<file path="src/rtl/bomb_sprite_fetch.sv">
// Bomb sprite fetch: per-pixel box test against the bomb's top-left corner,
// sprite ROM addressing, and the bomb lifecycle (hidden/live/flash/done).
// The palette index and opaque flag come out a fixed 3 cycles after the
// pixel coordinates, and out_valid travels with them.
module bomb_sprite_fetch #(
  parameter int          SPR_W        = 32,
  parameter int          SPR_H        = 32,
  parameter int          ADDR_W       = 10,
  parameter logic [7:0]  TRANSP_IDX   = 8'd0,
  parameter logic [7:0]  FLASH_IDX    = 8'd7,
  parameter int          FLASH_FRAMES = 8
) (
  input  logic              Clk,
  input  logic              Reset,
  input  logic              vsync_pulse,
  input  logic              bomb_en,
  input  logic [9:0]        bomb_x,
  input  logic [9:0]        bomb_y,
  input  logic              sliced,
  input  logic              pix_valid,
  input  logic [9:0]        DrawX,
  input  logic [9:0]        DrawY,
  output logic [ADDR_W-1:0] rom_addr,
  input  logic [7:0]        rom_data,
  output logic [7:0]        index,
  output logic              pix_on,
  output logic              out_valid,
  output logic              bomb_gone
);

  // The flash counter needs at least two bits, because bit 1 selects the
  // flash colour versus the real sprite colour.
  localparam int FC_W = ($clog2(FLASH_FRAMES) < 2) ? 2 : $clog2(FLASH_FRAMES);
  localparam logic [FC_W-1:0] LP_FLAST = FC_W'(FLASH_FRAMES - 1);
  localparam logic signed [10:0] LP_SPR_W = 11'(SPR_W);
  localparam logic signed [10:0] LP_SPR_H = 11'(SPR_H);

  typedef enum logic [1:0] {
    ST_HIDDEN = 2'd0,
    ST_LIVE   = 2'd1,
    ST_FLASH  = 2'd2,
    ST_DONE   = 2'd3
  } state_t;

  // Lifecycle and frame-stable shadow registers
  state_t              r_state;
  logic [FC_W-1:0]     r_fcnt;
  logic                r_pend;
  logic                r_gone;
  logic [9:0]          r_bx;
  logic [9:0]          r_by;

  // Pipeline registers
  logic [ADDR_W-1:0]   r_addr_p0;
  logic                r_hit_p0;
  logic                r_vld_p0;
  logic                r_hit_p1;
  logic                r_vld_p1;
  logic [7:0]          r_index_p2;
  logic                r_pix_on_p2;
  logic                r_vld_p2;

  // Combinational helpers
  logic signed [10:0]  w_dx;
  logic signed [10:0]  w_dy;
  logic                w_hit;
  logic [ADDR_W-1:0]   w_addr;
  logic                w_visible;
  logic                w_flash_sub;
  logic                w_opaque;
  logic [7:0]          w_index;

  // Inside-box test on signed offsets; a box that runs past the right or
  // bottom screen edge simply clips, it never wraps back to column/row 0.
  function automatic logic in_box(input logic signed [10:0] dx,
                                  input logic signed [10:0] dy);
    return (dx >= 11'sd0) && (dx < LP_SPR_W) &&
           (dy >= 11'sd0) && (dy < LP_SPR_H);
  endfunction

  // Row-major sprite address; only meaningful when the pixel is in the box.
  function automatic logic [ADDR_W-1:0] spr_addr(input logic signed [10:0] dx,
                                                 input logic signed [10:0] dy);
    return ADDR_W'(dy[9:0]) * ADDR_W'(SPR_W) + ADDR_W'(dx[9:0]);
  endfunction

  // Palette index: 0 when the pixel is not drawn, the flash colour on the
  // flash half-cycles, otherwise the ROM word as stored.
  function automatic logic [7:0] sel_index(input logic       opaque,
                                           input logic       flash_sub,
                                           input logic [7:0] data);
    if (!opaque)
      return 8'd0;
    else if (flash_sub)
      return FLASH_IDX;
    else
      return data;
  endfunction

  // ---- stage A (pixel cycle N): box test against the shadow corner ----
  assign w_dx   = $signed({1'b0, DrawX}) - $signed({1'b0, r_bx});
  assign w_dy   = $signed({1'b0, DrawY}) - $signed({1'b0, r_by});
  assign w_hit  = in_box(w_dx, w_dy);
  assign w_addr = w_hit ? spr_addr(w_dx, w_dy) : '0;

  // ---- stage C (cycle N+2): ROM word is present, decide opacity ----
  assign w_visible   = (r_state == ST_LIVE) || (r_state == ST_FLASH);
  assign w_flash_sub = (r_state == ST_FLASH) && !r_fcnt[1];
  assign w_opaque    = r_hit_p1 && r_vld_p1 && (rom_data != TRANSP_IDX) && w_visible;
  assign w_index     = sel_index(w_opaque, w_flash_sub, rom_data);

  // Lifecycle FSM and shadow corner; everything moves on vsync except the
  // slice latch, which catches a blade hit at any point in a live frame.
  always_ff @(posedge Clk) begin
    if (Reset) begin
      r_state <= ST_HIDDEN;
      r_fcnt  <= '0;
      r_pend  <= 1'b0;
      r_gone  <= 1'b0;
      r_bx    <= '0;
      r_by    <= '0;
    end else begin
      if (vsync_pulse) begin
        r_bx <= bomb_x;
        r_by <= bomb_y;
      end
      case (r_state)
        ST_HIDDEN: begin
          if (vsync_pulse && bomb_en)
            r_state <= ST_LIVE;
        end
        ST_LIVE: begin
          if (vsync_pulse) begin
            // A slice landing on the vsync cycle itself still counts.
            if (r_pend || sliced) begin
              r_state <= ST_FLASH;
              r_fcnt  <= '0;
              r_pend  <= 1'b0;
            end else if (!bomb_en) begin
              r_state <= ST_HIDDEN;
            end
          end else if (sliced) begin
            r_pend <= 1'b1;
          end
        end
        ST_FLASH: begin
          if (vsync_pulse) begin
            if (r_fcnt == LP_FLAST) begin
              r_state <= ST_DONE;
              r_gone  <= 1'b1;
            end else begin
              r_fcnt <= r_fcnt + 1'b1;
            end
          end
        end
        ST_DONE: begin
          if (vsync_pulse && !bomb_en) begin
            r_state <= ST_HIDDEN;
            r_gone  <= 1'b0;
          end
        end
        default: begin
          r_state <= ST_HIDDEN;
          r_gone  <= 1'b0;
        end
      endcase
    end
  end

  // Three-stage pixel pipeline; reset empties it so no stale pixel leaks out.
  always_ff @(posedge Clk) begin
    if (Reset) begin
      r_addr_p0   <= '0;
      r_hit_p0    <= 1'b0;
      r_vld_p0    <= 1'b0;
      r_hit_p1    <= 1'b0;
      r_vld_p1    <= 1'b0;
      r_index_p2  <= '0;
      r_pix_on_p2 <= 1'b0;
      r_vld_p2    <= 1'b0;
    end else begin
      // ---- A -> B: address issued to the ROM ----
      r_addr_p0   <= w_addr;
      r_hit_p0    <= w_hit;
      r_vld_p0    <= pix_valid;
      // ---- B -> C: wait out the ROM read latency ----
      r_hit_p1    <= r_hit_p0;
      r_vld_p1    <= r_vld_p0;
      // ---- C -> output: registered palette index and opaque flag ----
      r_index_p2  <= w_index;
      r_pix_on_p2 <= w_opaque;
      r_vld_p2    <= r_vld_p1;
    end
  end

  assign rom_addr  = r_addr_p0;
  assign index     = r_index_p2;
  assign pix_on    = r_pix_on_p2;
  assign out_valid = r_vld_p2;
  assign bomb_gone = r_gone;

endmodule

</file>
<file path="config.mk">
export PLATFORM = sky130hd
export DESIGN_NAME = bomb_sprite_fetch
export DESIGN_NICKNAME = d
export VERILOG_FILES = /design/src/rtl/bomb_sprite_fetch.sv
export SDC_FILE = /design/constraint.sdc
export NUM_CORES = 1
export LEC_CHECK = 0
export BUFFER_PORTS_ARGS = -buffer_cell sky130_fd_sc_hd__buf_4
export CORE_UTILIZATION = 55
export DETAILED_ROUTE_END_ITERATION = 10
export PLACE_DENSITY_LB_ADDON = 0.1
export SKIP_CTS_REPAIR_TIMING = 1
export SYNTH_ARGS = -nofsm -noshare
export SYNTH_HDL_FRONTEND = slang
export SYNTH_SLANG_ARGS = --single-unit
export TNS_END_PERCENT = 10
</file>
<file path="constraint.sdc">
create_clock -name Clk -period 6.79 [get_ports Clk]
set_input_delay 0.679 -clock Clk [delete_from_list [all_inputs] [get_ports Clk]]
set_output_delay 0.679 -clock Clk [all_outputs]
set_load 0.05 [all_outputs]
</file>
==> run metrics <==
Clock Path Buffers=2; GPL Wtd Cong=between 0.7 and 0.8; Sink Count=51; reg-to-reg slack, setup=3.73 ns; WS Path Type=in2reg; Die W=74.4 um; Overflow after GRT=0; CTS buffer count=5; vias per cell=5.26; r2r worst-path depth=10; GRT Total Usage=22.9%; fmax=roughly 0.31 GHz; commonest cells after routing, fill and taps aside=buf_4, dfxtp_1, nor2_1; # IOs=75; DRT antenna net count=0; Worst setup SP type=input pin; DRT met1 WL=2.57 mm; clock latency on the worst-skew pair=0.31 ns; Die ar.=0.00554 mm^2; fin crit period=3.18 ns; CP Max Fanout=11; crit end category=flop; VDD IR-drop max=between 100 and 150 uV; fraction of layout instances using a drive strength above 1=between 20 and 30%; largest net degree at the start of global routing=33; vias post-DR=2397; CTS tree=done; post-DP HPWL=4.57 mm; Final TNS setup=0 ns; WL final=6.03 mm; pwr/cell area=~210 mW/mm^2; unrepaired setup endpoints after global routing=no; DRT Pass-1 Iters=4; Worst R2R End=rom_addr[3]$_SDFF_PP0_; top layer in use=met4; met2 wire len=2.99 mm; Final Cycle Share=46.9%; Synth Cell Area=0.00289 mm^2; setup violators final=0; cells after synthesis=316; leakage dissipation=~0.0016 uW; WL met3=390 um; Worst Skew=between 0.015 and 0.02 ns; crit path capture=rom_addr[3]$_SDFF_PP0_; Rel. slew slack=51.2%; DRC Markers=0; max-cap violations=0; worst r2r src=r_bx[0]$_SDFFE_PP0P_; Slew @ Worst Pin=0.729 ns; Starting Density=around three fifths; Avg Inst Size Synth=roughly 9 um^2; Root Buffer=clkbuf_8; Yosys reg bits=51; Crit path required time=7.02 ns; commonest non-fill, non-tap cell in the layout=buf_4; worst path arrival time=approximately 3.4 ns; FP Rows=25; status=finished clean; placed instance area=around 0.0035 mm^2; Seq/Total Area, Yosys=a little over a third; syn_nets=403; yosys warns=0; Slew Viols, Final=0; Yosys cell types=43; port bufs=74; initial detailed-routing violation count=70; ant diodes=0; Hold Crit Class=reg2reg; H-Tree Depth=2; Die H=74.4 um; global-route wire length before repair=9.76 mm; Nets=475; area grow syn2layout=24.5%; initial antenna violation count=0; vias in the first global route=between 2k and 2.5k; WL/cell=13.2 um; Setup crit start=DrawX[0]; # fillers=394; Core Region=roughly 0.0049 mm^2; CTS clk-pin slew, worst paths=0.10 ns; Fin. Hold Viols=0; final instance area=0.00359 mm^2
flip-flops by register name, indices dropped and copies added, names as in the netlist, 3 cells and up, named ones only:
| signal | count |
|---|---|
| index | 8 |
| r_bx | 10 |
| r_by | 10 |
| r_fcnt | 3 |
| rom_addr | 10 |
layout make-up:
cell class	count	area [um^2]	area share (%)
clock inverters	3	46.3	1.29
well taps	67	83.8	2.33
multi-input cells	223	1690	47.1
inverters	33	124	3.45
flip-flops and latches	51	1020	28.4
repair buffers	74	556	15.5
clock buffers	5	68.8	1.92
power breakdown:
part | switching (uW) | total, uW | internal [uW]
combinational | 118 | 218 | 101
sequential | 7.77 | 318 | 310
clock | 106 | 217 | 111
total | 231 | 753 | 522
cell families (layout without fill, tap and decap cells):
| family | after synthesis | count (layout) | share of synthesized area (%) |
|---|---|---|---|
| AND/OR/NAND/NOR | 94 | 94 | 17.7 |
| AO/OA/AOI/OAI | 58 | 58 | 13.4 |
| flip-flops | 51 | 51 | 35.4 |
| buffers and inverters | 42 | 115 | 5.98 |
| adder cells (fa/ha/maj) | 34 | 34 | 15.4 |
| multiplexers | 21 | 21 | 7.29 |
| XOR/XNOR | 16 | 16 | 4.86 |
worst min-delay path by stage:
stage | startpoint | endpoint | slack (ns) | depth (start not counted)
2_1_floorplan | r_hit_p0$_SDFF_PP0_ | r_hit_p1$_SDFF_PP0_ | 0.41 | 1
3_3_place_gp | r_vld_p0$_SDFF_PP0_ | r_vld_p1$_SDFF_PP0_ | 0.43 | 1
3_5_place_dp | r_vld_p0$_SDFF_PP0_ | r_vld_p1$_SDFF_PP0_ | 0.43 | 1
4_1_cts | r_vld_p0$_SDFF_PP0_ | r_vld_p1$_SDFF_PP0_ | 0.45 | 1
5_1_grt | r_vld_p0$_SDFF_PP0_ | r_vld_p1$_SDFF_PP0_ | 0.46 | 1
6_report | r_vld_p0$_SDFF_PP0_ | r_vld_p1$_SDFF_PP0_ | 0.45 | 1
worst max-delay path, cell delays in order:
cell	delay (ns)
buf_4	0.10
inv_1	0.05
ha_1	0.16
inv_1	0.06
fa_1	0.42
a211oi_1	0.24
o21ai_0	0.16
a31oi_1	0.31
xnor2_1	0.18
nor2_1	0.11
nand4_1	0.59
nor3_2	0.36
cell usage after synthesis:
cell / instances / area, um^2
nor3b_1: 1 / 7.51
a21boi_1: 1 / 7.51
o21ai_0: 7 / 35.0
nand3_1: 3 / 15.0
nor2b_1: 9 / 56.3
a31o_2: 1 / 8.76
nor3_2: 8 / 80.1
o41a_1: 1 / 11.3
xor2_1: 7 / 61.3
buf_1: 1 / 3.75
a2bb2oi_1: 1 / 8.76
mux2i_1: 21 / 210
a211o_1: 1 / 8.76
a21oi_2: 1 / 8.76
clkbuf_1: 6 / 22.5
fa_1: 3 / 60.1
nor4_1: 3 / 18.8
a211oi_1: 3 / 22.5
a21o_1: 8 / 60.1
and2_1: 5 / 31.3
o22ai_2: 1 / 12.5
or2_2: 2 / 12.5
or4_1: 1 / 7.51
o21a_1: 4 / 30.0
nand4_1: 2 / 12.5
nand2_1: 13 / 48.8
maj3_1: 1 / 10.0
inv_1: 33 / 124
nand2b_1: 3 / 18.8
nor2_1: 36 / 135
nor3_4: 1 / 16.3
o2111ai_1: 3 / 26.3
buf_6: 2 / 22.5
or3b_2: 3 / 26.3
o31a_2: 1 / 10.0
ha_1: 30 / 375
a21oi_1: 20 / 100
xnor2_1: 9 / 78.8
nor3_1: 3 / 15.0
nand4b_1: 1 / 8.76
dfxtp_1: 51 / 1020
o211ai_1: 3 / 22.5
a31oi_1: 2 / 12.5
stage by stage:
stage	util (%)	hold slack [ns]	instances	worst slack [ns]	power (uW)
after floorplan	-	0.414	316	3.80	482
after global placement	71.2	0.428	448	3.45	533
after detailed placement	71.2	0.433	448	3.29	539
after CTS	73.6	0.453	456	3.60	757
after global routing	73.6	0.462	456	3.36	793
final	73.6	0.445	456	3.61	753
metal layers:
layer	vias to the layer above	GRT usage [%]
met5	-	0
met4	0	6.29
met3	7	5.28
met2	78	41.1
met1	1095	27.1
li1	1217	-
(Power assumes the default switching activity.)
